File: config.mk
export PLATFORM = sky130hd
export DESIGN_NAME = uart_rx
export DESIGN_NICKNAME = d
export VERILOG_FILES = /design/src/rtl/uart_pkg.sv /design/src/rtl/uart_rx_sampler.sv /design/src/rtl/uart_rx.sv
export SDC_FILE = /design/constraint.sdc
export NUM_CORES = 1
export LEC_CHECK = 0
export CAP_MARGIN = 0
export CORE_AREA = 2 2 92 94
export CTS_BUF_LIST = sky130_fd_sc_hd__clkbuf_4 sky130_fd_sc_hd__clkbuf_8
export DETAILED_ROUTE_END_ITERATION = 12
export DIE_AREA = 0 0 94 96
export GPL_TIMING_DRIVEN = 1
export PLACE_DENSITY_LB_ADDON = 0.05
export SLEW_MARGIN = 20
export SYNTH_ARGS = -nofsm -noshare
export SYNTH_HDL_FRONTEND = slang
export SYNTH_SLANG_ARGS = --single-unit
File: constraint.sdc
create_clock -name CLK -period 3.51 [get_ports CLK]
set_clock_uncertainty 0.15 [all_clocks]
set_input_delay 0.5265 -clock CLK [delete_from_list [all_inputs] [get_ports CLK]]
set_output_delay 0.5265 -clock CLK [all_outputs]
set_load 0.01 [all_outputs]
File: src/rtl/uart_pkg.sv
// rtl/uart_pkg.sv - shared UART encodings: FSM states, legal PRESCALE ratios, parity type
package uart_pkg;

  localparam logic [2:0] ST_IDLE   = 3'd0;
  localparam logic [2:0] ST_START  = 3'd1;
  localparam logic [2:0] ST_DATA   = 3'd2;
  localparam logic [2:0] ST_PARITY = 3'd3;
  localparam logic [2:0] ST_STOP   = 3'd4;

  typedef enum logic [2:0] {
    IDLE   = ST_IDLE,
    START  = ST_START,
    DATA   = ST_DATA,
    PARITY = ST_PARITY,
    STOP   = ST_STOP
  } rx_state_e;

  localparam int PRESCALE_8  = 8;
  localparam int PRESCALE_16 = 16;
  localparam int PRESCALE_32 = 32;

  // Parity type encoding shared with the transmitter
  localparam logic PAR_EVEN = 1'b0;
  localparam logic PAR_ODD  = 1'b1;

endpackage

File: src/rtl/uart_rx_sampler.sv
// rtl/uart_rx_sampler.sv - per-bit edge/bit counters and mid-bit sampling for uart_rx
// UART_RX_MAJORITY_EN selects a 3-sample majority vote; otherwise one mid-bit sample.
module uart_rx_sampler
  import uart_pkg::*;
#(
  parameter int PRESCALE_W = 6,
  parameter int BIT_CNT_W  = 4
) (
  input  logic                  clk,
  input  logic                  rst,
  input  logic                  start,
  input  logic                  active,
  input  logic [PRESCALE_W-1:0] prescale,
  input  logic                  rx_in,
  output logic                  sampled_bit,
  output logic                  sample_valid,
  output logic                  bit_done,
  output logic                  bit_end_next,
  output logic [BIT_CNT_W-1:0]  bit_cnt
);

  localparam logic [PRESCALE_W-1:0] E_ONE = PRESCALE_W'(1);
  localparam logic [PRESCALE_W-1:0] E_TWO = PRESCALE_W'(2);
  localparam logic [BIT_CNT_W-1:0]  B_ONE = BIT_CNT_W'(1);

`ifdef UART_RX_MAJORITY_EN
  localparam int NSAMP = 3;
`else
  localparam int NSAMP = 1;
`endif

  logic [PRESCALE_W-1:0] edge_cnt_q, edge_cnt_d;
  logic [BIT_CNT_W-1:0]  bit_cnt_q, bit_cnt_d;
  logic [NSAMP-1:0]      samp_q, samp_d;
  logic [PRESCALE_W-1:0] half, last;

  assign half = prescale >> 1;
  assign last = prescale - E_ONE;

  always_comb begin
    edge_cnt_d = edge_cnt_q;
    bit_cnt_d  = bit_cnt_q;
    samp_d     = samp_q;
    if (start) begin
      // The detection cycle itself is edge 0 of the start bit
      edge_cnt_d = E_ONE;
      bit_cnt_d  = '0;
    end else if (active) begin
      if (edge_cnt_q == last) begin
        edge_cnt_d = '0;
        bit_cnt_d  = bit_cnt_q + B_ONE;
      end else begin
        edge_cnt_d = edge_cnt_q + E_ONE;
      end
`ifdef UART_RX_MAJORITY_EN
      if (edge_cnt_q == half - E_ONE) samp_d[0] = rx_in;
      if (edge_cnt_q == half)         samp_d[1] = rx_in;
      if (edge_cnt_q == half + E_ONE) samp_d[2] = rx_in;
`else
      if (edge_cnt_q == half)         samp_d[0] = rx_in;
`endif
    end else begin
      edge_cnt_d = '0;
      bit_cnt_d  = '0;
    end
  end

  always_ff @(posedge clk or posedge rst) begin
    if (rst) begin
      edge_cnt_q <= '0;
      bit_cnt_q  <= '0;
      samp_q     <= '0;
    end else begin
      edge_cnt_q <= edge_cnt_d;
      bit_cnt_q  <= bit_cnt_d;
      samp_q     <= samp_d;
    end
  end

`ifdef UART_RX_MAJORITY_EN
  assign sampled_bit  = (samp_q[0] & samp_q[1]) | (samp_q[0] & samp_q[2]) | (samp_q[1] & samp_q[2]);
  assign sample_valid = active && (edge_cnt_q == half + E_TWO);
`else
  assign sampled_bit  = samp_q[0];
  assign sample_valid = active && (edge_cnt_q == half + E_ONE);
`endif

  // bit_end_next lets the top register a result that is visible on the last edge
  assign bit_done     = active && (edge_cnt_q == last);
  assign bit_end_next = active && (edge_cnt_q == prescale - E_TWO);
  assign bit_cnt      = bit_cnt_q;

endmodule

File: src/rtl/uart_rx.sv
// rtl/uart_rx.sv - oversampling UART receiver: start detect, LSB-first deserialize, parity/stop check
module uart_rx #(
  parameter int DATA_WIDTH = 8,
  parameter int PRESCALE_W = 6
) (
  input  logic                  CLK,
  input  logic                  RST,
  input  logic                  RX_IN,
  input  logic [PRESCALE_W-1:0] PRESCALE,
  input  logic                  PAR_EN,
  input  logic                  PAR_TYP,
  output logic [DATA_WIDTH-1:0] P_DATA,
  output logic                  DATA_VALID,
  output logic                  PAR_ERR,
  output logic                  STP_ERR
);
  import uart_pkg::*;

  localparam int BIT_CNT_W = $clog2(DATA_WIDTH + 3);
  localparam logic [BIT_CNT_W-1:0] LAST_DATA_BIT = BIT_CNT_W'(DATA_WIDTH);

  rx_state_e             state_q, state_d;
  logic [PRESCALE_W-1:0] prescale_q, prescale_d;
  logic                  par_en_q, par_en_d;
  logic                  par_typ_q, par_typ_d;
  logic [DATA_WIDTH-1:0] shift_q, shift_d;
  logic [DATA_WIDTH-1:0] p_data_q, p_data_d;
  logic                  data_valid_q, data_valid_d;
  logic                  par_err_q, par_err_d;
  logic                  stp_err_q, stp_err_d;

  logic                  frame_start, frame_active;
  logic                  sampled_bit, sample_valid, bit_done, bit_end_next;
  logic [BIT_CNT_W-1:0]  bit_cnt;

  assign frame_start  = (state_q == IDLE) && !RX_IN;
  assign frame_active = (state_q != IDLE);

  uart_rx_sampler #(
    .PRESCALE_W(PRESCALE_W),
    .BIT_CNT_W (BIT_CNT_W)
  ) u_sampler (
    .clk         (CLK),
    .rst         (RST),
    .start       (frame_start),
    .active      (frame_active),
    .prescale    (prescale_q),
    .rx_in       (RX_IN),
    .sampled_bit (sampled_bit),
    .sample_valid(sample_valid),
    .bit_done    (bit_done),
    .bit_end_next(bit_end_next),
    .bit_cnt     (bit_cnt)
  );

  always_comb begin
    state_d      = state_q;
    prescale_d   = prescale_q;
    par_en_d     = par_en_q;
    par_typ_d    = par_typ_q;
    shift_d      = shift_q;
    p_data_d     = p_data_q;
    data_valid_d = 1'b0;
    par_err_d    = par_err_q;
    stp_err_d    = stp_err_q;
    case (state_q)
      IDLE: begin
        if (!RX_IN) begin
          state_d    = START;
          prescale_d = PRESCALE;
          par_en_d   = PAR_EN;
          par_typ_d  = PAR_TYP;
        end
      end
      START: begin
        if (sample_valid && sampled_bit) begin
          state_d = IDLE;
        end else if (bit_done) begin
          state_d   = DATA;
          par_err_d = 1'b0;
          stp_err_d = 1'b0;
        end
      end
      DATA: begin
        // Right shift: after DATA_WIDTH bits the first one lands in bit 0
        if (sample_valid) shift_d = {sampled_bit, shift_q[DATA_WIDTH-1:1]};
        if (bit_done && bit_cnt == LAST_DATA_BIT) state_d = par_en_q ? PARITY : STOP;
      end
      PARITY: begin
        if (bit_done) begin
          if (sampled_bit != (^shift_q ^ par_typ_q)) par_err_d = 1'b1;
          state_d = STOP;
        end
      end
      STOP: begin
        // Decided one edge early so the registered pulse lands on the last stop edge
        if (bit_end_next) begin
          stp_err_d = !sampled_bit;
          if (sampled_bit && !par_err_q) begin
            data_valid_d = 1'b1;
            p_data_d     = shift_q;
          end
        end
        if (bit_done) state_d = IDLE;
      end
      default: state_d = IDLE;
    endcase
  end

  always_ff @(posedge CLK or posedge RST) begin
    if (RST) begin
      state_q      <= IDLE;
      prescale_q   <= '0;
      par_en_q     <= 1'b0;
      par_typ_q    <= 1'b0;
      shift_q      <= '0;
      p_data_q     <= '0;
      data_valid_q <= 1'b0;
      par_err_q    <= 1'b0;
      stp_err_q    <= 1'b0;
    end else begin
      state_q      <= state_d;
      prescale_q   <= prescale_d;
      par_en_q     <= par_en_d;
      par_typ_q    <= par_typ_d;
      shift_q      <= shift_d;
      p_data_q     <= p_data_d;
      data_valid_q <= data_valid_d;
      par_err_q    <= par_err_d;
      stp_err_q    <= stp_err_d;
    end
  end

  assign P_DATA     = p_data_q;
  assign DATA_VALID = data_valid_q;
  assign PAR_ERR    = par_err_q;
  assign STP_ERR    = stp_err_q;

endmodule

; ---- Word level (Yosys, flattened, before mapping)
; Index checks and enable logic that the tools add are counted.
[totals]
reg_bits = 41
output_inout_bits = 11
input_bits = 11
wordCells = 86
[op_classes]
n_bitwise = 3
addsub = 5
eq_ne = 20
n_reduce_logical = 22
mux = 24
[op_table]
columns = operator, count
row1 = $mux W3, 7
row2 = $eq A6 B6 Y1, 3
row3 = $mux W6, 3
row4 = $ne A2 B2 Y1 const B, 8
row5 = $pmux W3 S5, 1
row6 = $mux W4, 3
row7 = $reduce_and A5 Y1, 2
row8 = $mux W1, 8
row9 = $reduce_xor A8 Y1, 1
row10 = $logic_and A1 B1 Y1, 7
row11 = $add A5 B1 Y6 const B, 1
row12 = $add A6 B1 Y6 const B, 1
row13 = $eq A3 B2 Y1 const B, 2
row14 = $eq A6 B5 Y1, 1
row15 = $ne A3 B3 Y1 const B, 2
row16 = $reduce_and A3 Y1, 2
row17 = $sub A6 B1 Y6 const B, 1
row18 = $sub A6 B2 Y6 const B, 1
row19 = $add A4 B1 Y4 const B, 1
row20 = $eq A4 B4 Y1 const B, 1
row21 = $pmux W1 S2, 2
row22 = $reduce_and A2 Y1, 2
row23 = $reduce_and A4 Y1, 1
row24 = $reduce_bool A2 Y1, 2
row25 = other kinds (8), 11

; ---- Logic depth before layout (Yosys ltp)
[logic_depth]
ltp_word = 6
depth_mapped = 10
ltp_nobuf = 8

; ---- By module
; Synthesis repeated with hierarchy kept, for this count alone.
[hier_totals]
cells_unflattened = 223
area_unflattened_um2 = 2388.5
[modules_own_cells]
columns = mod, cells_each, n_inst, area_each_um2
row1 = uart_rx, 108, 1, 1392.6
row2 = uart_rx_sampler, 115, 1, 996.0

; ---- Least setup slack after synthesis
; Ideal clock, no wire load.
[synth_path]
path_type = reg-to-reg
from = register prescale_q[2]
to = register p_data_q[0], in the netlist P_DATA[0]
t_required_ps = 3235
stages_incl_launch_ff = 10
n_path_buf = 2
slack_ps = 609
arrival_time_ps = 2626
setup_ps = 125
path_cell_list = dfrtp_1 -> buf_4 -> inv_1 -> ha_1 -> xnor2_1 -> or4b_1 -> or4_4 -> nor3b_2 -> buf_6 -> mux2_4
[synth_between]
elab_chain_len = 4
[synth_lines]
columns = item, line
row1 = "start, declared", uart_rx.sv:23  ; logic [PRESCALE_W-1:0] prescale_q, prescale_d;
row2 = "start signal, assigned", uart_rx.sv:123  ; prescale_q <= prescale_d;
row3 = $sub A6 B2 Y6, uart_rx_sampler.sv:90  ; assign bit_end_next = active && (edge_cnt_q == prescale - E_TWO);
row4 = $eq A6 B6 Y1, uart_rx_sampler.sv:90
row5 = $logic_and A1 B1 Y1, uart_rx_sampler.sv:90
row6 = $reduce_and A3 Y1 (no source line), --
row7 = "end signal, assigned", uart_rx.sv:127  ; p_data_q <= p_data_d;
row8 = "end, declared", uart_rx.sv:27  ; logic [DATA_WIDTH-1:0] p_data_q, p_data_d;
; No other way between the ends.
; A chain may end at the register's enable or synchronous reset.

; ---- Final worst setup path
[layout_path]
from = register prescale_q[1]
to = register p_data_q[5], in the netlist P_DATA[5]
; Same word-level chain as after synthesis.

==> results.json <==
{
  "setup_viol": 0,
  "period_minus_slack_ns": 3.05,
  "clk_path_buf_depth": 2,
  "core-area_sq_mm": 0.00805,
  "track_usage_pct": 12.7,
  "clock_latency_ns": 0.29,
  "max_clock_freq_mhz": 328,
  "ys.flop_type": "dfrtp_1",
  "peakVddDrop_uv": 225,
  "cts_tree": "yes",
  "synth_edf_count": 0,
  "wl_per_cell_um": 15.3,
  "first_pass_iters": 5,
  "cp_data_required_time_ns": 3.54,
  "via_per_inst": 4.68,
  "num_antenna_cells": 0,
  "max_stage_delay_ns": 0.52,
  "p_switching_uw": 757,
  "drv_slew": 0,
  "io_pins": 22,
  "drv_cap": 0,
  "grt_max_degree": 23,
  "htreeDepth": 2,
  "route.detailed.drc": 0,
  "reg2reg_from": "prescale_q[1]",
  "clock-sinks": 41,
  "yosys_warnings": 0,
  "overflow": 0,
  "area_growth_pct": 17.0,
  "dieWidth_um": 94,
  "ys_types": 50,
  "cp-startpoint": "prescale_q[1]",
  "power_density_mw_per_mm2": 687,
  "crit_path_top_delay_cell": "or4_4",
  "synth_area_sq_mm": 0.00234,
  "wl_met2_um": 2380,
  "synth_seq_area_share_pct": 43.8,
  "hold_violations": 0,
  "min_path_type": "register to register",
  "timing.setup.tns_ns": 0,
  "finish.net_count": 253,
  "synthArstFlopShare_pct": 100,
  "die-area_sq_mm": 0.00902,
  "grt_first_pass_wirelength_um": 8620,
  "wl_met1_um": 2520,
  "antenna_left": 0,
  "p_seq_share_pct": 40.0,
  "tightest_slew_ns": 0.719,
  "clockRootBuffer": "clkbuf_8",
  "cts_setup_buffers": 0,
  "fin_crit_sh_pct": 86.8,
  "critPathKind": "register to register",
  "pwr-share-comb_pct": 43.0,
  "top_layer_used": "met4",
  "drive_gt1_share_pct": 18.3,
  "num_vias": 1592,
  "path_cells": "inv_1 -> ha_1 -> xnor2_1 -> or4b_1 -> or4_4 -> nor3b_2 -> buf_4 -> mux2_4",
  "port-buffer-count": 21,
  "synth_top_area_share_pct": 43.8,
  "netlist_instances": 214,
  "cp.arrival_ns": 3.08,
  "p_leak_nw": 1.17,
  "power.internal_mw": 1.13,
  "rows": 33,
  "grt_pass1_vias": 1645,
  "dp_hpwl_um": 3770,
  "synth_area_leaders": "dfrtp_1 (44%), xnor2_1 (7.8%), mux2_2 (6.7%), mux2_4 (5.1%), ha_1 (3.7%)",
  "drt_iter0_drc": 57,
  "antenna_found_initial": 0,
  "numCtsBuffers": 5,
  "cp_max_fo": 9,
  "rsz0062_at_grt": "false",
  "yosysTopAreaCell": "dfrtp_1",
  "worstHoldStart": "STP_ERR",
  "status": "finished, final reports clean",
  "seq_area_sq_mm": 0.00103,
  "multi_input_area_sq_mm": 0.00122,
  "synth-seq-cells": 41,
  "swShare_pct": 40.2,
  "cts-resized-gates": 0,
  "slew_headroom_pct": 51.7,
  "fin_ws_ns": 0.462,
  "die_h_um": 96,
  "path_clk_slew_ns": 0.08,
  "clock_power_share_pct": 17.0,
  "place_ws_ns": 0.447,
  "start_util_pct": 29.1,
  "wl_met3_um": 227,
  "fill_cells": 827,
  "synth_area_per_cell_sq_um": 11.0,
  "yosys-top-cells-count": "dfrtp_1 (41), xnor2_1 (21), nor2_1 (16)",
  "gp_congestion": 0.812,
  "cts_hold_buffers": 0,
  "synth_most_common_cell": "dfrtp_1",
  "synth_fp_nets": 232,
  "worstSetupStartpointType": "register",
  "end_kind": "register",
  "routed_wl_um": 5190
}
==> flip-flops by register name, indices dropped and copies added, names as in the netlist <==
signal                 count
P_DATA                     8
u_sampler.sampled_bit      1
state_q                    3
shift_q                    8
DATA_VALID                 1
u_sampler.edge_cnt_q       6
PAR_ERR                    1
u_sampler.bit_cnt          4
par_typ_q                  1
prescale_q                 6
par_en_q                   1
STP_ERR                    1
==> logic make-up after synthesis <==
family / share of synthesized area, %
simple gates: 15.6
mux: 12.3
xor+xnor: 12.3
buf+inv: 4.32
fa+ha+maj: 3.74
flops: 43.8
compound gates: 8.00
==> worst max-delay path, delay by kind of cell (launching register included) <==
| family | cells | cell delay [ns] |
|---|---|---|
| mux | 1 | 0.31 |
| fa+ha+maj | 1 | 0.36 |
| xor+xnor | 1 | 0.13 |
| simple gates | 3 | 1.19 |
| flops | 1 | 0.43 |
| buf+inv | 2 | 0.36 |
==> cells in the final DEF (no fill, tap or decap), types with 6 or more instances in the layout <==
cell type         n
dfrtp_1          41
clkdlybuf4s50_1  21
inv_1             7
nand3_1           8
mux2_2           14
o21ai_0           6
nand2_1          12
ha_1              7
xnor2_1          21
mux2_4            8
clkbuf_8          6
xor2_1           10
nor2_1           16
==> per-stage QoR <==
step	area (sq um)	hold slack, ns	util, %	power (mW)	cells
2_1_floorplan	2340	0.346	-	1.39	214
3_3_place_gp	2650	0.355	32.9	1.61	333
3_5_place_dp	2650	0.343	32.9	1.59	333
4_1_cts	2740	0.373	34.1	1.92	340
5_1_grt	2740	0.387	34.1	2.06	340
6_report	2740	0.367	34.1	1.88	340
==> power by group through the flow <==
| stage | registers (mW) | logic (mW) | clock network [mW] |
|---|---|---|---|
| 2_1_floorplan | 0.664 | 0.730 | 0 |
| 3_3_place_gp | 0.769 | 0.838 | 0 |
| 3_5_place_dp | 0.767 | 0.821 | 0 |
| 4_1_cts | 0.758 | 0.827 | 0.335 |
| 5_1_grt | 0.779 | 0.922 | 0.355 |
| 6_report | 0.753 | 0.810 | 0.320 |
==> path summary, 6_finish.rpt <==
check / endpoint / slack, ns / cells after the start
max: P_DATA[5] / 0.46 / 8
max reg2reg: P_DATA[5] / 0.46 / 8
min: STP_ERR / 0.37 / 1
min in group asynchronous: P_DATA[2] / 0.41 / 2
min reg2reg: STP_ERR / 0.37 / 1
max in group asynchronous: u_sampler.bit_cnt[3] / 2.08 / 3
==> area by class of cell <==
class                   count  area share (%)
inverters                   8            1.09
well taps                 105            4.79
clock buffers               6            3.01
clock inverters             1           0.274
multi-input cells         153            44.4
flip-flops and latches     41            37.4
repair buffers             26            9.03
==> metal layers <==
| metal | global-route usage, % | up-vias |
|---|---|---|
| met3 | 3.05 | 5 |
| li1 | - | 787 |
| met4 | 4.23 | 0 |
| met2 | 20.4 | 30 |
| met1 | 16.8 | 770 |
| met5 | 0 | - |
No activity file was read; power rests on OpenSTA's default activity.
